### config.mk
export PLATFORM = sky130hd
export DESIGN_NAME = uart_ook_keyer
export DESIGN_NICKNAME = d
export VERILOG_FILES = /design/src/rtl/uart_ook_keyer.sv
export SDC_FILE = /design/constraint.sdc
export NUM_CORES = 1
export LEC_CHECK = 0
export ABC_AREA = 1
export ABC_CLOCK_PERIOD_IN_PS = 2200
export BUFFER_PORTS_ARGS = -buffer_cell sky130_fd_sc_hd__clkbuf_2
export CAP_MARGIN = 30
export CORE_ASPECT_RATIO = 1.75
export CORE_MARGIN = 2
export CORE_UTILIZATION = 50
export CTS_BUF_LIST = sky130_fd_sc_hd__clkbuf_8 sky130_fd_sc_hd__clkbuf_16
export CTS_CLUSTER_SIZE = 14
export DETAILED_ROUTE_END_ITERATION = 7
export PLACE_DENSITY_LB_ADDON = 0.05
export SYNTH_ARGS = -nofsm -noshare
export SYNTH_HDL_FRONTEND = slang
export SYNTH_SLANG_ARGS = --single-unit
### constraint.sdc
create_clock -name i_CLK -period 2.2 [get_ports i_CLK]
set_input_delay 0.44 -clock i_CLK [delete_from_list [all_inputs] [get_ports i_CLK]]
set_output_delay 0.44 -clock i_CLK [all_outputs]
set_load 0.005 [all_outputs]
### src/rtl/uart_ook_keyer.sv
// Buffers UART bytes and keys each one as OOK: start(1), 8 data bits LSB first, 2 stop(0); o_KEY rises 2 cycles after an idle push.
// No backpressure: bytes arriving while full are dropped and flagged (sticky o_OVERFLOW). Macro OOK_PREAMBLE_EN adds a 1010_1010 preamble after IDLE.
module uart_ook_keyer #(
    parameter int CLOCK_RATE = 27_000_000,
    parameter int BIT_RATE   = 1_000,
    parameter int FIFO_DEPTH = 16
) (
    input  logic       i_CLK,
    input  logic       i_RST,
    input  logic       i_READY,
    input  logic [7:0] i_DATA,
    output logic       o_KEY,
    output logic       o_BUSY,
    output logic       o_FULL,
    output logic       o_OVERFLOW
);

    localparam int BIT_TICKS = CLOCK_RATE / BIT_RATE;
    localparam int TMR_W     = (BIT_TICKS > 2) ? $clog2(BIT_TICKS) : 1;
    localparam int PTR_W     = $clog2(FIFO_DEPTH);
    localparam int CNT_W     = PTR_W + 1;
    localparam logic [TMR_W-1:0] TMR_LAST = TMR_W'(BIT_TICKS - 1);
    localparam logic [CNT_W-1:0] CNT_FULL = CNT_W'(FIFO_DEPTH);

    localparam logic [2:0] S_IDLE  = 3'd0;
    localparam logic [2:0] S_START = 3'd1;
    localparam logic [2:0] S_DATA  = 3'd2;
    localparam logic [2:0] S_STOP  = 3'd3;
`ifdef OOK_PREAMBLE_EN
    localparam logic [2:0] S_PRE   = 3'd4;
    localparam logic [2:0] S_FIRST = S_PRE;
`else
    localparam logic [2:0] S_FIRST = S_START;
`endif

    logic [7:0]       r_mem [FIFO_DEPTH];
    logic [PTR_W-1:0] r_wr_ptr;
    logic [PTR_W-1:0] r_rd_ptr;
    logic [CNT_W-1:0] r_count;
    logic             r_ovf;

    logic [2:0]       r_state;
    logic [2:0]       w_state_nxt;
    logic [TMR_W-1:0] r_timer;
    logic [2:0]       r_bit;
    logic [7:0]       r_shift;
    logic             r_key;

    logic w_empty;
    logic w_full;
    logic w_push;
    logic w_pop;
    logic w_drop;
    logic w_tick_end;
    logic w_stop_done;
    logic w_key_d;

    assign w_empty     = (r_count == '0);
    assign w_full      = (r_count == CNT_FULL);
    assign w_tick_end  = (r_timer == TMR_LAST);
    assign w_stop_done = (r_state == S_STOP) && w_tick_end && (r_bit == 3'd1);
    assign w_pop       = !w_empty && ((r_state == S_IDLE) || w_stop_done);
    // A pop on the same edge frees a slot, so a push into a full FIFO still lands.
    assign w_push      = i_READY && (!w_full || w_pop);
    assign w_drop      = i_READY && w_full && !w_pop;

    always_ff @(posedge i_CLK) begin
        if (w_push) begin
            r_mem[r_wr_ptr] <= i_DATA;
        end
    end

    always_ff @(posedge i_CLK or posedge i_RST) begin
        if (i_RST) begin
            r_wr_ptr <= '0;
            r_rd_ptr <= '0;
            r_count  <= '0;
            r_ovf    <= 1'b0;
        end else begin
            if (w_push) begin
                r_wr_ptr <= r_wr_ptr + PTR_W'(1);
            end
            if (w_pop) begin
                r_rd_ptr <= r_rd_ptr + PTR_W'(1);
            end
            case ({w_push, w_pop})
                2'b10:   r_count <= r_count + CNT_W'(1);
                2'b01:   r_count <= r_count - CNT_W'(1);
                default: r_count <= r_count;
            endcase
            if (w_drop) begin
                r_ovf <= 1'b1;
            end
        end
    end

    always_ff @(posedge i_CLK or posedge i_RST) begin
        if (i_RST) begin
            r_state <= S_IDLE;
        end else begin
            r_state <= w_state_nxt;
        end
    end

    always_comb begin
        w_state_nxt = r_state;
        case (r_state)
            S_IDLE: begin
                if (!w_empty) begin
                    w_state_nxt = S_FIRST;
                end
            end
`ifdef OOK_PREAMBLE_EN
            S_PRE: begin
                if (w_tick_end && (r_bit == 3'd7)) begin
                    w_state_nxt = S_START;
                end
            end
`endif
            S_START: begin
                if (w_tick_end) begin
                    w_state_nxt = S_DATA;
                end
            end
            S_DATA: begin
                if (w_tick_end && (r_bit == 3'd7)) begin
                    w_state_nxt = S_STOP;
                end
            end
            S_STOP: begin
                if (w_stop_done) begin
                    w_state_nxt = w_empty ? S_IDLE : S_START;
                end
            end
            default: w_state_nxt = S_IDLE;
        endcase
    end

    always_comb begin
        w_key_d = 1'b0;
        case (r_state)
`ifdef OOK_PREAMBLE_EN
            S_PRE:   w_key_d = ~r_bit[0];
`endif
            S_START: w_key_d = 1'b1;
            S_DATA:  w_key_d = r_shift[0];
            default: w_key_d = 1'b0;
        endcase
    end

    // Timer and bit index restart whenever the state or the bit slot changes.
    always_ff @(posedge i_CLK or posedge i_RST) begin
        if (i_RST) begin
            r_timer <= '0;
            r_bit   <= 3'd0;
            r_shift <= 8'd0;
            r_key   <= 1'b0;
        end else begin
            if ((r_state == S_IDLE) || w_tick_end) begin
                r_timer <= '0;
            end else begin
                r_timer <= r_timer + TMR_W'(1);
            end
            if (r_state == S_IDLE) begin
                r_bit <= 3'd0;
            end else if (w_tick_end) begin
                r_bit <= (w_state_nxt != r_state) ? 3'd0 : r_bit + 3'd1;
            end
            if (w_pop) begin
                r_shift <= r_mem[r_rd_ptr];
            end else if ((r_state == S_DATA) && w_tick_end) begin
                r_shift <= {1'b0, r_shift[7:1]};
            end
            r_key <= w_key_d;
        end
    end

    assign o_KEY      = r_key;
    assign o_BUSY     = (r_state != S_IDLE);
    assign o_FULL     = w_full;
    assign o_OVERFLOW = r_ovf;

endmodule

-- Yosys cells after proc, flatten, opt, wreduce, memory -nomap -nowiden
Memories as Yosys holds them, arrays and structs flattened.
Index checks and enable logic that the tools add are counted.
- add/subtract/negate cells: 6
- equality and inequality tests: 10
- mux-type cells: 16
- reduce and logical (&&, ||, !) cells: 20
- operator list (operator ; number):
    2-to-1 mux 3 bit ; 7
    2-to-1 mux 8 bit ; 2
    adder 15 x 1 -> 15 bit, second input constant ; 1
    equality test 15 bit, second input constant ; 1
    2-to-1 mux 15 bit ; 1
    one-hot mux 3 bit (4 select lines) ; 1
    one-hot mux 5 bit (2 select lines) ; 1
    adder 4 x 1 -> 4 bit, second input constant ; 2
    logical AND 1 bit ; 8
    equality test 3 x 1 -> 1 bit, second input constant ; 2
    equality test 3 x 2 -> 1 bit, second input constant ; 2
    nonzero test 2 bit ; 3
    adder 5 x 1 -> 5 bit, second input constant ; 1
    equality test 5 bit, second input constant ; 1
    logical NOT 5 bit ; 1
    subtractor 5 x 1 -> 5 bit, second input constant ; 1
    adder 3 x 1 -> 3 bit, second input constant ; 1
    equality test 3 bit, second input constant ; 1
    logical NOT 1 bit ; 3
    logical NOT 3 bit ; 1
    logical OR 1 bit ; 3
    2-to-1 mux 1 bit ; 3
    != test 3 bit ; 1
    nonzero test 3 bit ; 1
    3 further kinds ; 3
- bits in registers: 44
- memory bits (writable): 128
- logic and storage cells: 62
- memories kept: 1
- memories (name ; words ; bits a word ; rd ports ; clocked after Yosys merged registers in ; wr ports ; line ; text):
    r_mem ; 16 ; 8 ; 1 ; 0 ; 1 ; 36 ; logic [7:0] r_mem [FIFO_DEPTH];

-- Depth between registers and ports, before layout
Gate-level depths: netlist (run 1).
- depth in word-level cells: 9
- gate-level depth with buffers: 18
- mapped depth without buffers: 18

-- Least setup slack after synthesis (run 1)
OpenSTA, ideal clock, no wires.
- path kind: register -> register
- from: register r_timer[0]
- to: memory r_mem[10][0] (enable)
- library setup time: 0.383 ns
- arrival time: 1.902 ns
- data required time: 1.817 ns
- slack: -0.085 ns
- cell stages (with the launch flop): 11
- period minus slack after synthesis: 2.285 ns
- cell sequence: dfrtp_1 > ha_1 > nand2_1 > inv_1 > nand2_1 > nor2_2 > nand3_2 > nand3_2 > nand2_2 > buf_2 > nor3_1
- cells in the longest elaborated chain, start to end: 9
- ends and longest elaborated chain (what ; line ; text):
    from (decl) ; 44 ; logic [TMR_W-1:0] r_timer;
    from (signal assigned) ; 162 ; r_timer <= r_timer + TMR_W'(1);
    equality test 15 bit ; 60 ; assign w_tick_end = (r_timer == TMR_LAST);
    logical AND 1 bit (2 in series) ; 61 ; assign w_stop_done = (r_state == S_STOP) && w_tick_end && (r_bit == 3'd1);
    logical OR 1 bit ; 62 ; assign w_pop = !w_empty && ((r_state == S_IDLE) || w_stop_done);
    logical AND 1 bit ; 62 ;
    logical OR 1 bit ; 64 ; assign w_push = i_READY && (!w_full || w_pop);
    logical AND 1 bit ; 64 ;
    2-to-1 mux 1 bit ; 68 ; if (w_push) begin
    2-to-1 mux 1 bit (implied by the code) ; 69 ; r_mem[r_wr_ptr] <= i_DATA;
    to (decl) ; 36 ;
No other way between the ends.

-- Worst setup path in the final report (run 1)
- from: register r_timer[0]
- to: register r_count[4]
- cells in the longest elaborated chain, start to end: 9
- elaborated cells between the ends (all ways): 11
- ends and longest elaborated chain (what ; line ; text):
    equality test 15 bit (*) ; 60 ;
    logical AND 1 bit (*) (2 in series) ; 61 ;
    logical OR 1 bit (*) ; 62 ;
    logical AND 1 bit (*) ; 62 ;
    logical OR 1 bit ; 64 ;
    logical AND 1 bit ; 64 ;
    equality test 2 x 1 -> 1 bit / equality test 2 bit (equally long branches) ; 86 ; case ({w_push, w_pop})
    one-hot mux 5 bit (2 select lines) / nonzero test 2 bit (equally long branches) ; -- ;
    to (signal assigned) ; 87 ; 2'b10: r_count <= r_count + CNT_W'(1);
    to (signal assigned) ; 88 ; 2'b01: r_count <= r_count - CNT_W'(1);
    to (signal assigned) ; 89 ; default: r_count <= r_count;
    to (decl) ; 39 ; logic [CNT_W-1:0] r_count;
Mark *: on every way between the ends. The rest lies on a longest branch, timed or not.
A chain may end at the register's enable or synchronous reset.

==> results_tabular.tex, run 1 <==
\begin{tabular}{lr}
\hline
Metric & Value \\
\hline
\multicolumn{2}{l}{\textbf{Synthesis}} \\
Count of state elements after synthesis & 172 \\
Post-Synth Adder-Cell Area & 2.29\% \\
Total of warnings raised by yosys & 0 \\
Synth Area in Simple Gates & 15.7\% \\
Multiplexer area fraction after synthesis & 0\% \\
Syn\_area\_per\_cell & 11.3 µm² \\
Main combinational cell family by area after synthesis & simple AND/OR/NAND/NOR gates \\
Cells after synthesis & 658 \\
Proportion of synthesized chip area in sequential cells & 66.7\% \\
Compound-Gate Fraction of Synth Area & 10.2\% \\
Number of nets in the synthesized netlist & 682 \\
Share of flip-flops with an asynchronous set or reset & 25.6\% \\
Number of synthesized flops with an enable pin & 128 \\
Synthesized-area fraction occupied by xor and xnor cells & 1.18\% \\
Number of unique standard cell types used by synthesis & 43 \\
Mapped cell area & 7420 µm² \\
Most frequently used flop master after synthesis & edfxtp\_1 \\
\multicolumn{2}{l}{\textbf{Worst setup path}} \\
Worst-case reg-to-reg path depth & 18 \\
Category of cells accounting for the largest share of critical-path delay & simple AND/OR/NAND/NOR gates \\
Cell occurring most often along the worst timing path & nand2\_1 \\
Worst setup path category & reg2reg \\
CP Launch Type & register \\
Chain of cells forming the critical path & ha\_2 > nand2\_2 > inv\_2 > nand2\_4 > nor2\_4 > nand3\_2 > nand2\_2 > nand3b\_1 > inv\_2 > ha\_4 > a21oi\_2 > nand2\_1 > nand3\_1 > nand2\_1 > nand2\_1 > nand2\_1 > nand2\_1 > inv\_1 \\
Worst Path Arrival & 2510 ps \\
Crit Reg-Reg Endpoint & r\_count[4] \\
R2R Path Start & r\_timer[0] \\
R2R setup slack & 10 ps \\
Crit-path max cell delay & 360 ps \\
Crit path buf inv count & 3 \\
Worst path required time & 2520 ps \\
Largest fanout on the critical path & 4 \\
Cell with the largest stage delay on the worst path & dfrtp\_1 \\
Critical Path End Type & register \\
\multicolumn{2}{l}{\textbf{STA}} \\
Clock skew & 11.3 ps \\
Setup repair after global routing missed its margin & true \\
Final TNS setup & 0 ps \\
Setup violations, final & 0 \\
Final critical delay including setup and external delays & 2190 ps \\
Count of endpoints failing hold in the final timing report & 0 \\
Share of the cycle needed by the critical path after routing & 99.5\% \\
Max Fclk & 457 MHz \\
Number of max-slew violations in the final report & 0 \\
\multicolumn{2}{l}{\textbf{Power and ir drop}} \\
Total power density per cell area & 1210 nW/µm² \\
Leakage dissipation & 3.29 nW \\
Worst IR Drop VDD & 0.000655 V \\
Total Power Consumption & 10.4 mW \\
\multicolumn{2}{l}{\textbf{Placed design}} \\
Instance count after placement with tap cells included & 867 \\
Final GP Congestion & 0.814 \\
Buffers added on ports & 14 \\
HPWL after DPL & 11100 µm \\
\multicolumn{2}{l}{\textbf{GRT}} \\
GRT Residual Overflow & 0 \\
Global-route wire length before repair & 26000 µm \\
Total routing resource utilization after global routing & 22.4\% \\
Maximum number of pins on one net before global-route repair & 66 \\
Initial antenna violation count & 0 \\
Vias in the first global route & 5096 \\
\multicolumn{2}{l}{\textbf{Flow run}} \\
Max capacitance violation total & 0 \\
\multicolumn{2}{l}{\textbf{Routing}} \\
Number of DRC violations after detailed-routing iteration 0 & 227 \\
Antenna Violating Nets Remaining & 0 \\
Total Routed Length & 16600 µm \\
Post-DR wirelength/cell & 18.3 µm \\
Max layer used & met4 \\
Met2 WL post-DR & 9600 µm \\
Detailed route wirelength on metal3 & 323 µm \\
Number of vias per cell & 5.55 \\
Routed length on met1 & 6430 µm \\
Pre-antenna DRT Iters & 5 \\
DRC violations left & 0 \\
Via total after detailed routing & 5009 \\
\multicolumn{2}{l}{\textbf{Clocking}} \\
Max Buffers Root-to-Sink & 2 \\
Clock tree from TritonCTS & built \\
Number of hold buffers added after CTS & 0 \\
Skew-Pair Late Insertion Delay & 420 ps \\
Clock transition at the registers of the reported paths & 70 ps \\
TritonCTS Buffers & 17 \\
Total clock sinks & 172 \\
Cell at the root of the clock tree & clkbuf\_16 \\
CTS HTree Levels & 4 \\
\multicolumn{2}{l}{\textbf{Die}} \\
Die boundary width & 96.1 µm \\
Core Footprint & 14400 µm² \\
Starting utilization of the core area & 51.4\% \\
Die Height & 165 µm \\
Number of rows in the core area & 58 \\
Overall die area & 15900 µm² \\
IO Count & 15 \\
\multicolumn{2}{l}{\textbf{Finish}} \\
Post-Layout Cell Count & 903 \\
Number of diodes & 0 \\
Layout net count & 734 \\
Synth-to-layout area growth & 15.6\% \\
Layout cell share with drive strength beyond 1 & 17.4\% \\
\multicolumn{2}{l}{\textbf{Run status}} \\
Run status & complete, no violations \\
\multicolumn{2}{l}{\textbf{Worst hold path}} \\
Kind of path behind the tightest hold check & in2async \\
\hline
\end{tabular}
## worst register-to-register path: stages, from the launching register on
cell and delay [ps]:
dfrtp_1 360, ha_2 190, nand2_2 60, inv_2 70, nand2_4 50, nor2_4 110, nand3_2 100, nand2_2 80
nand3b_1 110, inv_2 150, ha_4 240, a21oi_2 140, nand2_1 80, nand3_1 80, nand2_1 60, nand2_1 70
nand2_1 50, nand2_1 50, inv_1 40
## synth_stat cells (5+ instances only)
cell type | n | area share [%]
o211ai_1 | 19 | 1.9
a21oi_1 | 18 | 1.2
ha_1 | 12 | 2.0
dfrtp_1 | 44 | 15
o21ai_0 | 65 | 4.4
clkbuf_1 | 9 | 0.46
nor3_1 | 19 | 1.3
nor2_1 | 102 | 5.2
nand2_1 | 83 | 4.2
nand2_2 | 5 | 0.42
nand3_1 | 40 | 2.7
xor2_1 | 9 | 1.1
o221ai_1 | 11 | 1.3
inv_1 | 39 | 2.0
edfxtp_1 | 128 | 52
buf_2 | 17 | 1.1
## what timing repair did
| item | in CTS | in global routing |
|---|---|---|
| endpoints found under the setup margin | 1 | 130 |
| gates resized for setup | 4 | 10 |
| pin swaps | 1 | 8 |
| setup buffers | 0 | 4 |
## layout by cell type, fill, tap and decap left out, types with 5 or more instances in the layout
cell type and count:
nor2_1 102, clkbuf_16 17, nand3_1 40, xor2_1 9, ha_1 9, nor3_2 6, a21oi_1 17, buf_4 44
inv_1 35, inv_8 5, nand2_1 81, dfrtp_1 43, clkbuf_2 14, o211ai_1 19, nand2_2 6, o21ai_0 65
edfxtp_1 128, nor3_1 16, o221ai_1 11
## power breakdown
part           internal (mW)  total (mW)  switching [mW]
combinational           1.14        3.28            2.13
sequential              3.98        4.28           0.306
clock                   1.49        2.82            1.33
total                   6.61        10.4            3.77
## routing by layer
layer | global-route usage, % | up-vias
li1 | - | 2422
met1 | 24.9 | 2507
met2 | 42.1 | 65
met3 | 3.58 | 15
met4 | 7.99 | 0
met5 | 0 | -
## worst max-delay path by stage
| stage | from | end | slack (ps) | depth (start not counted) |
|---|---|---|---|---|
| final | r_timer[0] | r_count[4] | 10 | 18 |
| after global routing | r_timer[1] | r_count[4] | -150 | 18 |
| after CTS | r_timer[0] | r_count[4] | 20 | 18 |
| after detailed placement | r_timer[0] | r_count[4] | -40 | 18 |
| after global placement | r_timer[0] | r_count[4] | 30 | 18 |
| after floorplan | r_timer[0] | r_mem[10][0] | -90 | 10 |
## metrics by stage
step | utilization [%] | worst slack, ps | area, µm² | hold WS (ps)
floorplan | - | -85.3 | 7420 | 433
global placement | 54.8 | 33.2 | 7920 | 456
detailed placement | 54.8 | -40.9 | 7920 | 460
CTS | 58.9 | 23.3 | 8510 | 16.8
global route | 59.4 | -148 | 8580 | 36.0
finish | 59.4 | 11.7 | 8580 | 7.29
## sequential cells by signal (all words and copies together), names as in the netlist
name and flops:
r_bit 3, o_KEY 1, r_state 3, r_shift 8, r_timer 15, o_OVERFLOW 1
r_wr_ptr 4, r_rd_ptr 4, r_count 5, r_mem 128
## cells by family (layout without fill, tap and decap cells)
kind of cell | after synthesis | after routing
AO/OA/AOI/OAI | 127 | 127
XOR/XNOR | 10 | 10
adder cells (fa/ha/maj) | 13 | 13
buffers and inverters | 69 | 134
flip-flops | 172 | 172
other | 1 | 1
AND/OR/NAND/NOR | 266 | 266
## layout make-up
type	count	area, µm²
clock buffer	17	425
clock inverter	15	131
fill	1210	5870
inverter	42	160
multi-input combinational	417	2250
sequential	172	4950
tap	180	225
timing repair buffer	60	440
No activity file was read; power rests on OpenSTA's default activity.
==> run 2, diff against run 1 <==
--- a/config.mk
+++ b/config.mk
@@ -5,7 +5,6 @@
 export SDC_FILE = /design/constraint.sdc
 export NUM_CORES = 1
 export LEC_CHECK = 0
-export ABC_AREA = 1
 export ABC_CLOCK_PERIOD_IN_PS = 2200
 export BUFFER_PORTS_ARGS = -buffer_cell sky130_fd_sc_hd__clkbuf_2
 export CAP_MARGIN = 30
@@ -15,6 +14,7 @@
 export CTS_BUF_LIST = sky130_fd_sc_hd__clkbuf_8 sky130_fd_sc_hd__clkbuf_16
 export CTS_CLUSTER_SIZE = 14
 export DETAILED_ROUTE_END_ITERATION = 7
+export MAX_ROUTING_LAYER = met4
 export PLACE_DENSITY_LB_ADDON = 0.05
 export SYNTH_ARGS = -nofsm -noshare
 export SYNTH_HDL_FRONTEND = slang
==> run 2 against run 1 <==
  * The run now ends with negative setup slack left
  * Worst hold slack better by 21 ps
  * Clock-buffer cell count stayed put
  * Die area is 2.7% lower
  * Cell count is 20% lower
  * Area after synthesis is 2.8% lower
  * Clock skew is 1.2 ps higher
  * Sequential power hardly changed
  * Via count is 20% lower
  * Critical path type unchanged
==> results_tabular.tex, run 2 <==
\begin{tabular}{lr}
\hline
Metric & Value \\
\hline
\multicolumn{2}{l}{\textbf{Run status}} \\
Run status & complete, but fails checks \\
Violations in the final reports & negative setup slack \\
\multicolumn{2}{l}{\textbf{Power and ir drop}} \\
Net switching power figure & 3.42 mW \\
Gate power share & 31.0\% \\
Clock group share of total power & 29.0\% \\
Worst IR Drop VDD & 0.000766 V \\
Register share of total power & 40.0\% \\
Total Power Consumption & 10.8 mW \\
Total power density per cell area & 1150 nW/µm² \\
Internal power summed over all cells & 7.33 mW \\
Sw Share & 31.8\% \\
Leakage dissipation & 3.44 nW \\
\multicolumn{2}{l}{\textbf{Die}} \\
IO Count & 15 \\
Die boundary width & 94.8 µm \\
Die Height & 163 µm \\
Number of rows in the core area & 58 \\
Starting utilization of the core area & 50.7\% \\
Overall die area & 15400 µm² \\
Core Footprint & 14200 µm² \\
\multicolumn{2}{l}{\textbf{Worst setup path}} \\
CP Launch Point & r\_timer[9] \\
Worst Path Arrival & 3200 ps \\
Chain of cells forming the critical path & or4b\_4 > nor4\_4 > buf\_4 > a21oi\_4 > nor3\_4 > ha\_4 > a21oi\_2 > nand2\_2 > or2\_4 > or3\_4 > a22oi\_2 \\
R2R setup slack & -650 ps \\
Worst path required time & 2550 ps \\
Worst setup path category & reg2reg \\
Crit-path max cell delay & 550 ps \\
Crit path buf inv count & 1 \\
Category of cells accounting for the largest share of critical-path delay & simple AND/OR/NAND/NOR gates \\
CP Launch Type & register \\
R2R Path Start & r\_timer[9] \\
Critical Path End Type & register \\
Worst-case reg-to-reg path depth & 11 \\
Largest fanout on the critical path & 4 \\
Cell with the largest stage delay on the worst path & or4b\_4 \\
Crit Reg-Reg Endpoint & r\_count[4] \\
\multicolumn{2}{l}{\textbf{Synthesis}} \\
Leading cell type by number of instances after synthesis & edfxtp\_1 \\
Cells after synthesis & 434 \\
Share of flip-flops with an asynchronous set or reset & 25.6\% \\
Syn\_area\_per\_cell & 16.6 µm² \\
Cell taking the most area after synthesis & edfxtp\_1 \\
Mapped cell area & 7210 µm² \\
Number of synthesized flops with an enable pin & 128 \\
Number of nets in the synthesized netlist & 458 \\
Proportion of synthesized chip area in sequential cells & 68.6\% \\
Count of state elements after synthesis & 172 \\
Area share of the largest cell type after synthesis & 53.3\% \\
Total of warnings raised by yosys & 0 \\
Largest cells by area after synthesis & edfxtp\_1 (53\%), dfrtp\_1 (15\%), mux4\_2 (10\%), ha\_1 (2.1\%), nor2\_1 (2.0\%) \\
Most frequently used flop master after synthesis & edfxtp\_1 \\
Number of unique standard cell types used by synthesis & 52 \\
Leading cell types by count after synthesis & edfxtp\_1 (128), dfrtp\_1 (44), nor2\_1 (38) \\
\multicolumn{2}{l}{\textbf{Worst hold path}} \\
Kind of path behind the tightest hold check & in2async \\
\multicolumn{2}{l}{\textbf{Finish}} \\
Fillers & 998 \\
Register name with the most flops & r\_mem \\
Top library cells by usage in the layout, fill and taps aside & edfxtp\_1 (128), buf\_4 (50), dfrtp\_1 (43) \\
Synth-to-layout area growth & 29.5\% \\
Layout net count & 556 \\
Max reg flops & 128 \\
Number of diodes & 0 \\
Most frequent standard cell in the layout excluding fill and tap cells & edfxtp\_1 \\
Layout cell share with drive strength beyond 1 & 40.4\% \\
Finished Core Util & 65.6\% \\
Registers with the most flip-flops & r\_mem (128), r\_timer (15), r\_shift (8) \\
\multicolumn{2}{l}{\textbf{Routing}} \\
Post-DR wirelength/cell & 19.3 µm \\
Antenna Violating Nets Remaining & 0 \\
Total Routed Length & 14000 µm \\
Number of vias per cell & 5.52 \\
Pre-antenna DRT Iters & 5 \\
DRC violations left & 0 \\
Via total after detailed routing & 4001 \\
Number of DRC violations after detailed-routing iteration 0 & 170 \\
\multicolumn{2}{l}{\textbf{Clocking}} \\
CTS HTree Levels & 4 \\
Number of hold buffers added after CTS & 0 \\
Clock transition at the registers of the reported paths & 80 ps \\
Cell at the root of the clock tree & clkbuf\_16 \\
Clock tree from TritonCTS & built \\
TritonCTS Buffers & 17 \\
Skew-Pair Late Insertion Delay & 430 ps \\
Max Buffers Root-to-Sink & 2 \\
Total clock sinks & 172 \\
\multicolumn{2}{l}{\textbf{GRT}} \\
Maximum number of pins on one net before global-route repair & 34 \\
Global-route wire length before repair & 22700 µm \\
Total routing resource utilization after global routing & 20.7\% \\
GRT Residual Overflow & 0 \\
Initial antenna violation count & 0 \\
Vias in the first global route & 4302 \\
\multicolumn{2}{l}{\textbf{STA}} \\
Share of the cycle needed by the critical path after routing & 130\% \\
Setup repair after global routing missed its margin & true \\
Clock skew & 12.5 ps \\
Final setup margin & -650 ps \\
Count of endpoints failing hold in the final timing report & 0 \\
Actual transition at the worst max-transition pin & 524 ps \\
Worst slew margin & 65.0\% \\
Final critical delay including setup and external delays & 2850 ps \\
Number of max-slew violations in the final report & 0 \\
Max Fclk & 351 MHz \\
Setup violations, final & 144 \\
\multicolumn{2}{l}{\textbf{Flow run}} \\
Max capacitance violation total & 0 \\
\multicolumn{2}{l}{\textbf{Placed design}} \\
Final GP Congestion & 0.768 \\
HPWL after DPL & 10000 µm \\
Buffers added on ports & 14 \\
\hline
\end{tabular}
run 2: cell count changes after synthesis, moves of 17 or more:
cell and change:
buf_2 -17, inv_1 -29, mux4_2 +32, nand2_1 -67
nand3_1 -30, nor2_1 -64, o211ai_1 -19, o21ai_0 -61
run 2: logic make-up (layout without fill, tap and decap cells):
kind of cell / count (synthesis) / count (layout) / share of synthesized area, %
AO/OA/AOI/OAI: 36 / 36 / 3.84
XOR/XNOR: 22 / 22 / 2.67
adder cells (fa/ha/maj): 13 / 13 / 2.36
buffers and inverters: 29 / 140 / 1.68
flip-flops: 172 / 172 / 68.6
multiplexers: 55 / 55 / 13.5
other: 1 / 1 / 0.0520
AND/OR/NAND/NOR: 106 / 106 / 7.34
run 2: power groups by stage:
stage | logic [mW] | clock network [mW] | registers, mW
after floorplan | 2.27 | 0 | 4.22
after global placement | 3.20 | 0 | 4.34
after detailed placement | 3.27 | 0 | 4.36
after CTS | 3.35 | 3.20 | 4.30
after global routing | 3.64 | 3.33 | 4.35
final | 3.34 | 3.12 | 4.30
run 2: timing repair:
| item | CTS | global route |
|---|---|---|
| buffers inserted | 3 | 5 |
| hold endpoints to repair | 0 | 0 |
| endpoints found under the setup margin | 146 | 150 |
| gates resized for setup | 18 | 10 |
| pin swaps | 11 | 7 |
run 2: worst register-to-register path, delay by kind of cell, from the launching register on:
family / cells / cell delay, ps
and+or+nand+nor: 6 / 1650
AOI/OAI and AO/OA: 3 / 310
buffers and inverters: 1 / 170
DFF: 1 / 380
adders and majority gates: 1 / 260
run 2: per-stage QoR:
step           cell area [µm²]  setup TNS [ps]  hold slack (ps)  setup WS, ps  instances
2_1_floorplan             7500          -10900              448          -715        434
3_3_place_gp              8550          -31860              452          -638        688
3_5_place_dp              8550          -31820              453          -713        688
4_1_cts                   9280          -29590             33.0          -631        722
5_1_grt                   9340          -37990             38.9          -771        725
6_report                  9340          -26180             28.4          -650        725
run 2: final cells by class:
cell class	count	area (µm²)	share of cell area (%)
clock inverter	15	214	2.29
multi-input combinational	233	2480	26.5
inverter	10	37.5	0.402
clock buffer	17	425	4.56
timing repair buffer	98	1010	10.8
sequential	172	4950	53.0
tap	180	225	2.41
run 2: routing by layer:
metal / vias up / GRT usage [%] / part of all wire, %
met1: 2042 / 21.3 / 36
li1: 1881 / - / -
met5: - / - / 0
met3: 21 / 4.12 / 1.7
met4: 0 / 6.92 / 1.9
met2: 57 / 38.6 / 60
run 2: worst max-delay path by stage:
stage | to | cells past startpoint
floorplan | r_count[4] | 10
global placement | r_count[4] | 11
detailed placement | r_count[4] | 11
CTS | r_count[4] | 11
global route | r_count[4] | 11
finish | r_count[4] | 11
==> run 3, diff against run 2 <==
--- a/config.mk
+++ b/config.mk
@@ -5,7 +5,7 @@
 export SDC_FILE = /design/constraint.sdc
 export NUM_CORES = 1
 export LEC_CHECK = 0
-export ABC_CLOCK_PERIOD_IN_PS = 2200
+export ABC_CLOCK_PERIOD_IN_PS = 3100
 export BUFFER_PORTS_ARGS = -buffer_cell sky130_fd_sc_hd__clkbuf_2
 export CAP_MARGIN = 30
 export CORE_ASPECT_RATIO = 1.75
==> constraint.sdc (replaced) <==
create_clock -name i_CLK -period 3.1 [get_ports i_CLK]
set_input_delay 0.62 -clock i_CLK [delete_from_list [all_inputs] [get_ports i_CLK]]
set_output_delay 0.62 -clock i_CLK [all_outputs]
set_load 0.005 [all_outputs]
==> run 3 against run 2 <==
  * The run now ends clean
  * First-iteration DRC count increased by 11%
  * Clock power decreased by 30%
  * Maximum frequency decreased by 7.7%
  * Worst hold slack improved by 370 ps
  * Die area unchanged
  * Combinational power decreased by 46%
  * Core utilization decreased by 6.8 points
  * Critical path type unchanged
  * Highest routed layer unchanged
==> results_tabular.tex, run 3 (synthesized netlist as in run 2, its figures left out) <==
\begin{tabular}{lr}
\hline
Metric & Value \\
\hline
\multicolumn{2}{l}{\textbf{Placed design}} \\
Worst setup slack after placement & 54.7 ps \\
Final GP Congestion & 0.762 \\
HPWL after DPL & 9350 µm \\
Buffers added on ports & 14 \\
\multicolumn{2}{l}{\textbf{Die}} \\
Core Footprint & 14200 µm² \\
Overall die area & 15400 µm² \\
Number of rows in the core area & 58 \\
Starting utilization of the core area & 50.7\% \\
Die Height & 163 µm \\
Die boundary width & 94.8 µm \\
IO Count & 15 \\
\multicolumn{2}{l}{\textbf{Finish}} \\
Register name with the most flops & r\_mem \\
Most frequent standard cell in the layout excluding fill and tap cells & edfxtp\_1 \\
Registers with the most flip-flops & r\_mem (128), r\_timer (15), r\_shift (8) \\
Layout net count & 505 \\
Synth-to-layout area growth & 16.0\% \\
Finished Core Util & 58.8\% \\
Max reg flops & 128 \\
Number of diodes & 0 \\
Top library cells by usage in the layout, fill and taps aside & edfxtp\_1 (128), dfrtp\_1 (41), nor2\_1 (37) \\
Layout cell share with drive strength beyond 1 & 29.4\% \\
\multicolumn{2}{l}{\textbf{STA}} \\
Tightest hold margin & 401 ps \\
Clock skew & 12.6 ps \\
Max Fclk & 324 MHz \\
Number of max-slew violations in the final report & 0 \\
Share of the cycle needed by the critical path after routing & 99.6\% \\
Setup violations, final & 0 \\
Actual transition at the worst max-transition pin & 941 ps \\
Worst slew margin & 37.2\% \\
Final setup margin & 13.8 ps \\
Count of endpoints failing hold in the final timing report & 0 \\
Final critical delay including setup and external delays & 3090 ps \\
Setup repair after global routing missed its margin & true \\
\multicolumn{2}{l}{\textbf{Worst setup path}} \\
CP Launch Type & register \\
Cell with the largest stage delay on the worst path & or4b\_4 \\
Crit path buf inv count & 0 \\
Largest fanout on the critical path & 3 \\
Category of cells accounting for the largest share of critical-path delay & simple AND/OR/NAND/NOR gates \\
Worst setup path category & reg2reg \\
Worst Path Arrival & 3430 ps \\
Crit-path max cell delay & 550 ps \\
Critical Path End Type & register \\
Chain of cells forming the critical path & or4b\_4 > nor4\_4 > a21oi\_2 > nor3\_2 > ha\_1 > a21oi\_2 > nand2\_2 > or2\_4 > or3\_4 > a22oi\_2 \\
Cell occurring most often along the worst timing path & a21oi\_2 \\
Worst path required time & 3440 ps \\
\multicolumn{2}{l}{\textbf{GRT}} \\
Total routing resource utilization after global routing & 19.7\% \\
Global-route wire length before repair & 21700 µm \\
Initial antenna violation count & 0 \\
GRT Residual Overflow & 0 \\
Maximum number of pins on one net before global-route repair & 45 \\
Vias in the first global route & 4040 \\
\multicolumn{2}{l}{\textbf{Clocking}} \\
Max Buffers Root-to-Sink & 2 \\
Number of hold buffers added after CTS & 0 \\
Cell at the root of the clock tree & clkbuf\_16 \\
Total clock sinks & 172 \\
CTS HTree Levels & 4 \\
Clock transition at the registers of the reported paths & 70 ps \\
TritonCTS Buffers & 17 \\
Skew-Pair Late Insertion Delay & 420 ps \\
Clock tree from TritonCTS & built \\
\multicolumn{2}{l}{\textbf{Power and ir drop}} \\
Total power density per cell area & 845 nW/µm² \\
Worst IR Drop VDD & 0.000444 V \\
Total Power Consumption & 7.07 mW \\
Leakage dissipation & 3.07 nW \\
\multicolumn{2}{l}{\textbf{Run status}} \\
Run status & complete, no violations \\
\multicolumn{2}{l}{\textbf{Routing}} \\
Total Routed Length & 13800 µm \\
Via total after detailed routing & 3824 \\
Pre-antenna DRT Iters & 4 \\
DRC violations left & 0 \\
Post-DR wirelength/cell & 20.4 µm \\
Number of DRC violations after detailed-routing iteration 0 & 188 \\
Number of vias per cell & 5.67 \\
Antenna Violating Nets Remaining & 0 \\
\multicolumn{2}{l}{\textbf{Flow run}} \\
Max capacitance violation total & 0 \\
\multicolumn{2}{l}{\textbf{Worst hold path}} \\
Kind of path behind the tightest hold check & in2async \\
\hline
\end{tabular}
-- run 3: through the flow --
step	std cells	instance area, µm²	setup TNS (ps)
detailed placement	636	7660	0
floorplan	434	7230	0
finish	674	8360	0
global placement	636	7660	0
CTS	668	8270	0
global route	674	8360	-74.6
-- run 3: where the power goes --
| part | switching [mW] | internal (mW) |
|---|---|---|
| Sequential | 0.261 | 2.82 |
| Combinational | 0.891 | 0.931 |
| Clock | 0.993 | 1.17 |
-- run 3: final timing paths --
path	start	end	slack (ps)	cells past startpoint
max	r_timer[10]	r_count[4]	10	10
max in group asynchronous	i_RST	r_rd_ptr[0]	2070	2
min in group i_CLK	o_OVERFLOW	o_OVERFLOW	470	1
min	i_RST	r_timer[0]	400	2
min reg2reg	o_OVERFLOW	o_OVERFLOW	470	1
max reg2reg	r_timer[10]	r_count[4]	10	10
-- run 3: area by class of cell --
type,instances,area (µm²)
fill,1125,5860
multi-input combinational,233,2200
clock inverter,15,193
sequential,172,4950
tap,180,225
timing repair buffer,47,330
clock buffer,17,425
inverter,10,37.5
-- run 3: what timing repair did --
| item | CTS | global route |
|---|---|---|
| buffers inserted | 0 | 6 |
| setup endpoints to repair | 0 | 1 |
| gates resized for setup | 0 | 13 |
-- run 3: per-layer routing --
| layer | wire [µm] | global-route usage [%] | vias up |
|---|---|---|---|
| li1 | - | - | 1772 |
| met1 | 5150 | 21.3 | 1994 |
| met2 | 8200 | 36.1 | 41 |
| met3 | 224 | 3.61 | 17 |
| met4 | 189 | 5.80 | 0 |
| met5 | 0 | - | - |
-- run 3: worst register-to-register path: stages, from the launching register on --
cell and delay, ps:
dfrtp_2 410, or4b_4 550, nor4_4 390, a21oi_2 120
nor3_2 280, ha_1 330, a21oi_2 170, nand2_2 90
or2_4 240, or3_4 330, a22oi_2 110
